[config.mk]
export PLATFORM = sky130hd
export DESIGN_NAME = led_matrix_pwm_scanner
export DESIGN_NICKNAME = d
export VERILOG_FILES = /design/src/rtl/led_matrix_pwm_scanner.sv
export SDC_FILE = /design/constraint.sdc
export NUM_CORES = 1
export LEC_CHECK = 0
export BUFFER_PORTS_ARGS = -buffer_cell sky130_fd_sc_hd__clkbuf_2
export CORE_MARGIN = 2
export CORE_UTILIZATION = 57
export CTS_CLUSTER_DIAMETER = 100
export DETAILED_ROUTE_END_ITERATION = 10
export GPL_TIMING_DRIVEN = 0
export PLACE_DENSITY = 0.78
export SYNTH_ARGS = -nofsm -noshare
export SYNTH_HDL_FRONTEND = slang
export SYNTH_SLANG_ARGS = --single-unit
[constraint.sdc]
create_clock -name clk -period 3.3 [get_ports clk]
set_clock_uncertainty 0.05 [all_clocks]
set_input_delay 0.66 -clock clk [delete_from_list [all_inputs] [get_ports clk]]
set_output_delay 0.66 -clock clk [all_outputs]
set_load 0.02 [all_outputs]
[src/rtl/led_matrix_pwm_scanner.sv]
// LED matrix column scanner with per-pixel PWM brightness and a
// double-buffered frame store loaded through a valid/ready handshake.
// The scan counters form the first stage; the row/column drive
// registers form the second, so rows and cols always change together.
module led_matrix_pwm_scanner #(
  parameter int ROWS  = 5,
  parameter int COLS  = 5,
  parameter int BPP   = 2,
  parameter int DWELL = 2
) (
  input  logic                       clk,
  input  logic                       rst,
  input  logic                       ena,
  input  logic [ROWS*COLS*BPP-1:0]   frame_in,
  input  logic                       frame_valid,
  output logic                       frame_ready,
  output logic [ROWS-1:0]            rows,
  output logic [COLS-1:0]            cols,
  output logic                       frame_start
);

  localparam int FW      = ROWS * COLS * BPP;
  localparam int PWM_MAX = (1 << BPP) - 2;
  localparam int DIV_W   = (DWELL > 1) ? $clog2(DWELL) : 1;
  localparam int COL_W   = (COLS > 1) ? $clog2(COLS) : 1;

  // Scan position (stage p0): prescaler, PWM tick and active column.
  logic [DIV_W-1:0] div_p0;
  logic [BPP-1:0]   pwm_p0;
  logic [COL_W-1:0] col_p0;

  // Frame storage: the scanned image and the pending one.
  logic [FW-1:0] display;
  logic [FW-1:0] shadow;
  logic          shadow_full;

  logic div_wrap;
  logic pwm_wrap;
  logic col_wrap;
  logic boundary;
  logic swap;
  logic xfer;

  // Row pattern of one column: a pixel is lit while its level exceeds the PWM tick.
  function automatic logic [ROWS-1:0] column_lit(input logic [FW-1:0]    img,
                                                 input logic [COL_W-1:0] c,
                                                 input logic [BPP-1:0]   level);
    logic [ROWS-1:0] lit;
    lit = '0;
    for (int i = 0; i < COLS; i++) begin
      if (c == COL_W'(i)) begin
        for (int r = 0; r < ROWS; r++) begin
          lit[r] = img[(i*ROWS + r)*BPP +: BPP] > level;
        end
      end
    end
    return lit;
  endfunction

  // Decode of the scan position: wraps, frame boundary, swap and load strobes.
  always_comb begin
    div_wrap = (div_p0 == DIV_W'(DWELL - 1));
    pwm_wrap = (pwm_p0 == BPP'(PWM_MAX));
    col_wrap = (col_p0 == COL_W'(COLS - 1));
    boundary = ena & div_wrap & pwm_wrap & col_wrap;
    // While disabled there is no frame to protect, so a pending frame swaps at once.
    swap     = shadow_full & (~ena | boundary);
    xfer     = frame_valid & frame_ready;
  end

  // Scan counters: prescaler -> PWM tick -> column, parked at zero when disabled.
  always_ff @(posedge clk or negedge rst) begin
    if (!rst) begin
      div_p0 <= '0;
      pwm_p0 <= '0;
      col_p0 <= '0;
    end else if (!ena) begin
      div_p0 <= '0;
      pwm_p0 <= '0;
      col_p0 <= '0;
    end else if (div_wrap) begin
      div_p0 <= '0;
      if (pwm_wrap) begin
        pwm_p0 <= '0;
        col_p0 <= col_wrap ? '0 : col_p0 + 1'b1;
      end else begin
        pwm_p0 <= pwm_p0 + 1'b1;
      end
    end else begin
      div_p0 <= div_p0 + 1'b1;
    end
  end

  // Handshake flag and display buffer; a swap always empties a full shadow,
  // so it can never coincide with a transfer.
  always_ff @(posedge clk or negedge rst) begin
    if (!rst) begin
      shadow_full <= 1'b0;
      frame_ready <= 1'b1;
      display     <= '0;
    end else if (swap) begin
      display     <= shadow;
      shadow_full <= 1'b0;
      frame_ready <= 1'b1;
    end else if (xfer) begin
      shadow_full <= 1'b1;
      frame_ready <= 1'b0;
    end
  end

  // Shadow data capture; only meaningful while shadow_full is set.
  always_ff @(posedge clk) begin
    if (xfer) begin
      shadow <= frame_in;
    end
  end

  // Output drive (stage p1): rows, cols and frame_start registered together.
  always_ff @(posedge clk or negedge rst) begin
    if (!rst) begin
      rows        <= '0;
      cols        <= '0;
      frame_start <= 1'b0;
    end else if (ena) begin
      rows        <= column_lit(display, col_p0, pwm_p0);
      cols        <= COLS'(1) << col_p0;
      frame_start <= (col_p0 == '0) && (pwm_p0 == '0) && (div_p0 == '0);
    end else begin
      rows        <= '0;
      cols        <= '0;
      frame_start <= 1'b0;
    end
  end

endmodule
* After elaboration in Yosys (flattened, before gate mapping)
Cells that the tools add are included.
W data, S select, Z words.
** Cells by class
- Add/subtract/negate cells :: 3
- Magnitude comparators :: 25
- Equal/unequal tests :: 7
- Shifts and indexed selects :: 1
- Multiplexer cells :: 21
- Bitwise gates (word level) :: 8
- Reductions and logical operators :: 6
** Operators with widths (count)
- $gt A2 B2 Y1 :: 25
- $mux W5 :: 7
- $mux W3 :: 4
- $mux W1 :: 7
- $eq A3 B2 Y1 const B :: 2
- $mux W2 :: 3
- $and A1 B1 Y1 :: 5
- $shl A1 B3 Y5 const A :: 1
- $ne A2 B1 Y1 const B :: 2
- $add A3 B1 Y3 const B :: 1
- $eq A3 B1 Y1 const B :: 1
- $eq A3 B3 Y1 const B :: 1
- $logic_not A3 Y1 :: 1
- $add A2 B1 Y2 const B :: 1
- $eq A2 B2 Y1 const B :: 1
- $logic_and A1 B1 Y1 :: 2
- $logic_not A2 Y1 :: 1
- $not A1 Y1 :: 2
- $reduce_and A2 Y1 :: 1
- $reduce_bool A2 Y1 :: 1
- $add A1 B1 Y1 const B :: 1
- $or A1 B1 Y1 :: 1
** Word-level totals
- Register bits :: 119
- Bits of input ports :: 54
- Output and inout port bits :: 12

* Logic depth before layout (Yosys ltp)
- Depth after elaboration :: 7
- Mapped depth :: 8
- Mapped depth without buffers :: 7

* Worst setup path after synthesis
No wires, ideal clock.
- Path type :: input to register
- Start :: input port frame_valid
- End :: register shadow[0], enable pin
- Setup time :: 0.413 ns
- Data arrival time :: 1.870 ns
- Data required time :: 2.837 ns
- Setup slack :: 0.967 ns
- Stages on the path :: 1
- Path buffers :: 0
- Path through :: and2_1
** On the way
- Word-level cells in the longest chain between the ends :: 1
** RTL lines
- start: declaration :: line 15 : input logic frame_valid,
- $and A1 B1 Y1 :: line 68 : xfer = frame_valid & frame_ready;
- end signal: assignment :: line 114 : shadow <= frame_in;
- end: declaration :: line 34 : logic [FW-1:0] shadow;
Every way passes these cells.
A chain may end at the register's enable or synchronous reset.

* Worst setup path after layout
- Start :: register pwm_p0[1]
- End :: register rows[0]
** On the way
- Word-level cells in the longest chain between the ends :: 7
- Elaborated cells between the ends (all ways) :: 11
- Classes of those cells :: order compare (5); mux (6)
** RTL lines
- start: declaration :: line 29 : logic [BPP-1:0] pwm_p0;
- start signal: assignment :: line 87 : pwm_p0 <= pwm_p0 + 1'b1;
- $gt A2 B2 Y1 :: line 53 : lit[r] = img[(i*ROWS + r)*BPP +: BPP] > level;
- $mux W5 (4 in a row) :: line 51 : if (c == COL_W'(i)) begin
- $mux W5 * :: line 51
- $mux W5 * :: line 124 : end else if (ena) begin
- end signal: assignment :: line 125 : rows <= column_lit(display, col_p0, pwm_p0);
- end: declaration :: line 17 : output logic [ROWS-1:0] rows,
Every way passes the cells marked *; elsewhere a longest branch is shown, timed or not.

==> Implementation_results.wiki <==
{| class="wikitable"
! Metric !! Value
|-
| Ranking of synthesized cells by instance count || sky130_fd_sc_hd__dfrtp_1, sky130_fd_sc_hd__ha_1, sky130_fd_sc_hd__edfxtp_1
|-
| Net total in the final layout || 628
|-
| Number of rows in the core area || 35
|-
| Initial detailed-routing violation count || about 140
|-
| Mapped Cells || roughly 430
|-
| Count of buffers inserted at the top-level ports || 65
|-
| Leading register cell type out of synthesis || sky130_fd_sc_hd__dfrtp_1
|-
| Layout cell share with drive strength beyond 1 || about a quarter
|-
| Clock sink count || 119
|-
| Vias/cell || ~5.3
|-
| Hold Fails Final Rpt || 0
|-
| Avg WL per Cell || 16.3 um
|-
| Yosys top cell area share || a little under a third
|-
| Clk pin slew, worst setup/hold paths || around 0.06 ns
|-
| Required time at the worst-slack endpoint || 3.64 ns
|-
| Depth of the worst hold-timing path || 1
|-
| Count of flip-flops with a built-in enable after synthesis || 50
|-
| Pint || between 3 and 4 mW
|-
| Antenna violations before repair || 0
|-
| Die H || between 100 and 150 um
|-
| Biggest area contributors in the synthesized netlist || sky130_fd_sc_hd__dfrtp_1, sky130_fd_sc_hd__edfxtp_1, sky130_fd_sc_hd__ha_1
|-
| Sort of element at the end of the critical path || flip-flop
|-
| Class of the tightest hold or removal check || primary input to flip-flop
|-
| Placed cell area || 0.00601 mm2
|-
| Antenna fix cells || 0
|-
| Data arrival time of the worst path || about 2.9 ns
|-
| Final Setup Violations || 0
|-
| Effective utilization at floorplan || about three fifths
|-
| Static leakage power || approximately 3.0 nW
|-
| Die boundary width || 102 um
|-
| Placer's final routability congestion estimate || 0.833
|-
| Largest net degree at the start of global routing || 53
|-
| H-Tree Level Count || 4
|-
| Core outline area || 0.00928 mm2
|-
| Post-synthesis cell area || ~0.0055 mm2
|-
| Transition time at the pin with the least slew margin || ~1.2 ns
|-
| Max VDD drop || roughly 510 uV
|-
| Filler Cells Inserted || about 670
|-
| Pre-Repair DR Iteration Count || 4
|-
| Unrepaired setup endpoints after global routing || no
|-
| Fraction of registers with async set or reset after synthesis || slightly below 60%
|-
| Setup tns final || 0 ns
|-
| DP Wirelength || about 7000 um
|-
| First-pass GRT wire length || 17,800 um
|-
| Clock tree from TritonCTS || built
|-
| Clock root buffer master || sky130_fd_sc_hd__clkbuf_8
|-
| Post-synth cell types || 32
|-
| Achievable frequency || about 390 MHz
|-
| Post-layout minimum cycle time || around 2.6 ns
|-
| Via count of the first global-routing pass || around 3.7k
|-
| Switching share of power || around a third
|-
| Hold WS || about 0.26 ns
|-
| Overall track demand over capacity in global routing || a little under a quarter
|-
| Syn. warnings || 0
|-
| Overall via count from detail_route || 3,536
|-
| DIE AREA || 0.0104 mm2
|-
| Area occupied by registers || between 0.003 and 0.004 mm2
|-
| Proportion of power drawn by the clock network || 31.2%
|-
| Max-cap check violation count || 0
|-
| Most area-hungry cell type in the Yosys netlist || sky130_fd_sc_hd__dfrtp_1
|-
| Total area of multi-input combinational cells || around 0.002 mm2
|-
| Depth of the worst register-to-register path || 7
|-
| Count of nets left with antenna violations after detail routing || 0
|-
| Switching power || 1.81 mW
|-
| Synthesis-to-layout area growth || 20.3%
|-
| Sequential-to-total area share from yosys stat || 59.1%
|-
| Kind of launch point of the worst setup path || flip-flop
|-
| Leading cell type by number of instances after synthesis || sky130_fd_sc_hd__dfrtp_1
|-
| Maximum clock insertion buffer count || 2
|-
| Worst slew margin relative to its limit || 22.4%
|-
| Post-Place Setup Slack || 0.754 ns
|-
| Total clock buffers created by CTS || 17
|-
| Summed area of non-filler cells in the final layout || about 0.0066 mm2
|-
| Result of the run || finished, final reports clean
|-
| Avg Synthesized Cell Area || around 13 um2
|-
| Congestion Overflow GR || 0
|-
| Sequential power share || 39.6%
|-
| Number of top-level design ports || 66
|-
| Min setup slack post-route || approximately 0.74 ns
|-
| Worst-path maximum fanout || 27
|-
| Residual DRC || 0
|-
| Finished Core Util || ~71%
|-
| #FFs+latches synth || roughly 120
|-
| Overall routed net length || 10,800 um
|-
| Max-slew violation count || 0
|-
| Logic pwr share || approximately 29%
|-
| Type of the setup path with the least slack || flip-flop to flip-flop
|-
| Synthesized netlist net count || approximately 540
|-
| Worst-Skew Late Latency || about 0.52 ns
|-
| Crit share post-route || slightly below 80%
|-
| Power per standard cell area || 848 mW/mm2
|}
power groups by stage:
stage / clock network [mW] / registers, mW / logic, mW
6_report: 1.74 / 2.21 / 1.63
3_3_place_gp: 0 / 2.22 / 1.45
3_5_place_dp: 0 / 2.23 / 1.59
5_1_grt: 1.83 / 2.25 / 1.86
2_1_floorplan: 0 / 2.20 / 1.13
4_1_cts: 1.76 / 2.21 / 1.64
routing by layer:
layer / global-route usage [%] / vias up / routed length, um
met5: 0 / - / 0
met4: 9.95 / 0 / 238
li1: - / 1706 / -
met3: 6.29 / 24 / 595
met1: 28.0 / 1706 / 4520
met2: 38.1 / 100 / 5440
worst paths after layout:
kind                        startpoint           to  slack (ns)
max                          pwm_p0[1]      rows[0]        0.74
min                        frame_in[6]    shadow[6]        0.26
max reg2reg                  pwm_p0[1]      rows[0]        0.74
min reg2reg                  shadow[1]   display[1]        0.42
max in group asynchronous          rst  frame_ready        2.07
min in group asynchronous          rst  display[21]        0.53
state kept, by name, summed over array words and instances, names as in the netlist:
| name | flops |
|---|---|
| col_p0 | 3 |
| rows | 5 |
| pwm_p0 | 2 |
| div_p0 | 1 |
| display | 50 |
| frame_start | 1 |
| cols | 5 |
| shadow | 50 |
| shadow_full | 1 |
| frame_ready | 1 |
cells in the final DEF, fill, tap and decap left out, drive strengths merged, types with 2 or more instances in the layout:
cell and n:
a21oi 34, and2 6, and3 3, buf 6
clkbuf 91, clkinv 4, clkinvlp 3, dfrtp 68
edfxtp 50, ha 55, inv 47, mux2 25
nand2 27, nand3 30, nor2b 21, nor3 2
o211ai 10, o21ai 39
critical path, stage by stage, from the launching register on:
cell and delay [ns]:
sky130_fd_sc_hd__dfrtp_1 0.41, sky130_fd_sc_hd__inv_1 0.77, sky130_fd_sc_hd__ha_1 0.38, sky130_fd_sc_hd__nor2b_1 0.13, sky130_fd_sc_hd__o211ai_1 0.19, sky130_fd_sc_hd__a21oi_1 0.12
sky130_fd_sc_hd__o31ai_1 0.25, sky130_fd_sc_hd__o21ai_0 0.11
layout make-up:
class	count	area share, %
buffer	12	0.971
clock buffer	18	6.36
clock inverter	14	2.15
inverter	41	2.34
multi-input combinational	260	30.8
sequential	119	49.1
tap	129	2.45
timing repair buffer	68	5.86
cells by family after synthesis:
kind of cell	share of synthesized area [%]
flops	59.1
simple gates	9.13
compound gates	8.67
fa+ha+maj	12.6
buf+inv	3.98
mux	6.57
what timing repair did:
item / 4_1_cts / 5_1_grt
hold buffers: 1 / 0
resized for setup: 0 / 0
endpoints found under the hold margin: 17 / 0
buffers inserted: 0 / 0
per-stage QoR:
step	power, mW	cells
floorplan	3.33	432
global placement	3.68	626
detailed placement	3.82	628
CTS	5.61	661
global route	5.94	661
finish	5.58	661
(Power assumes the default switching activity.)
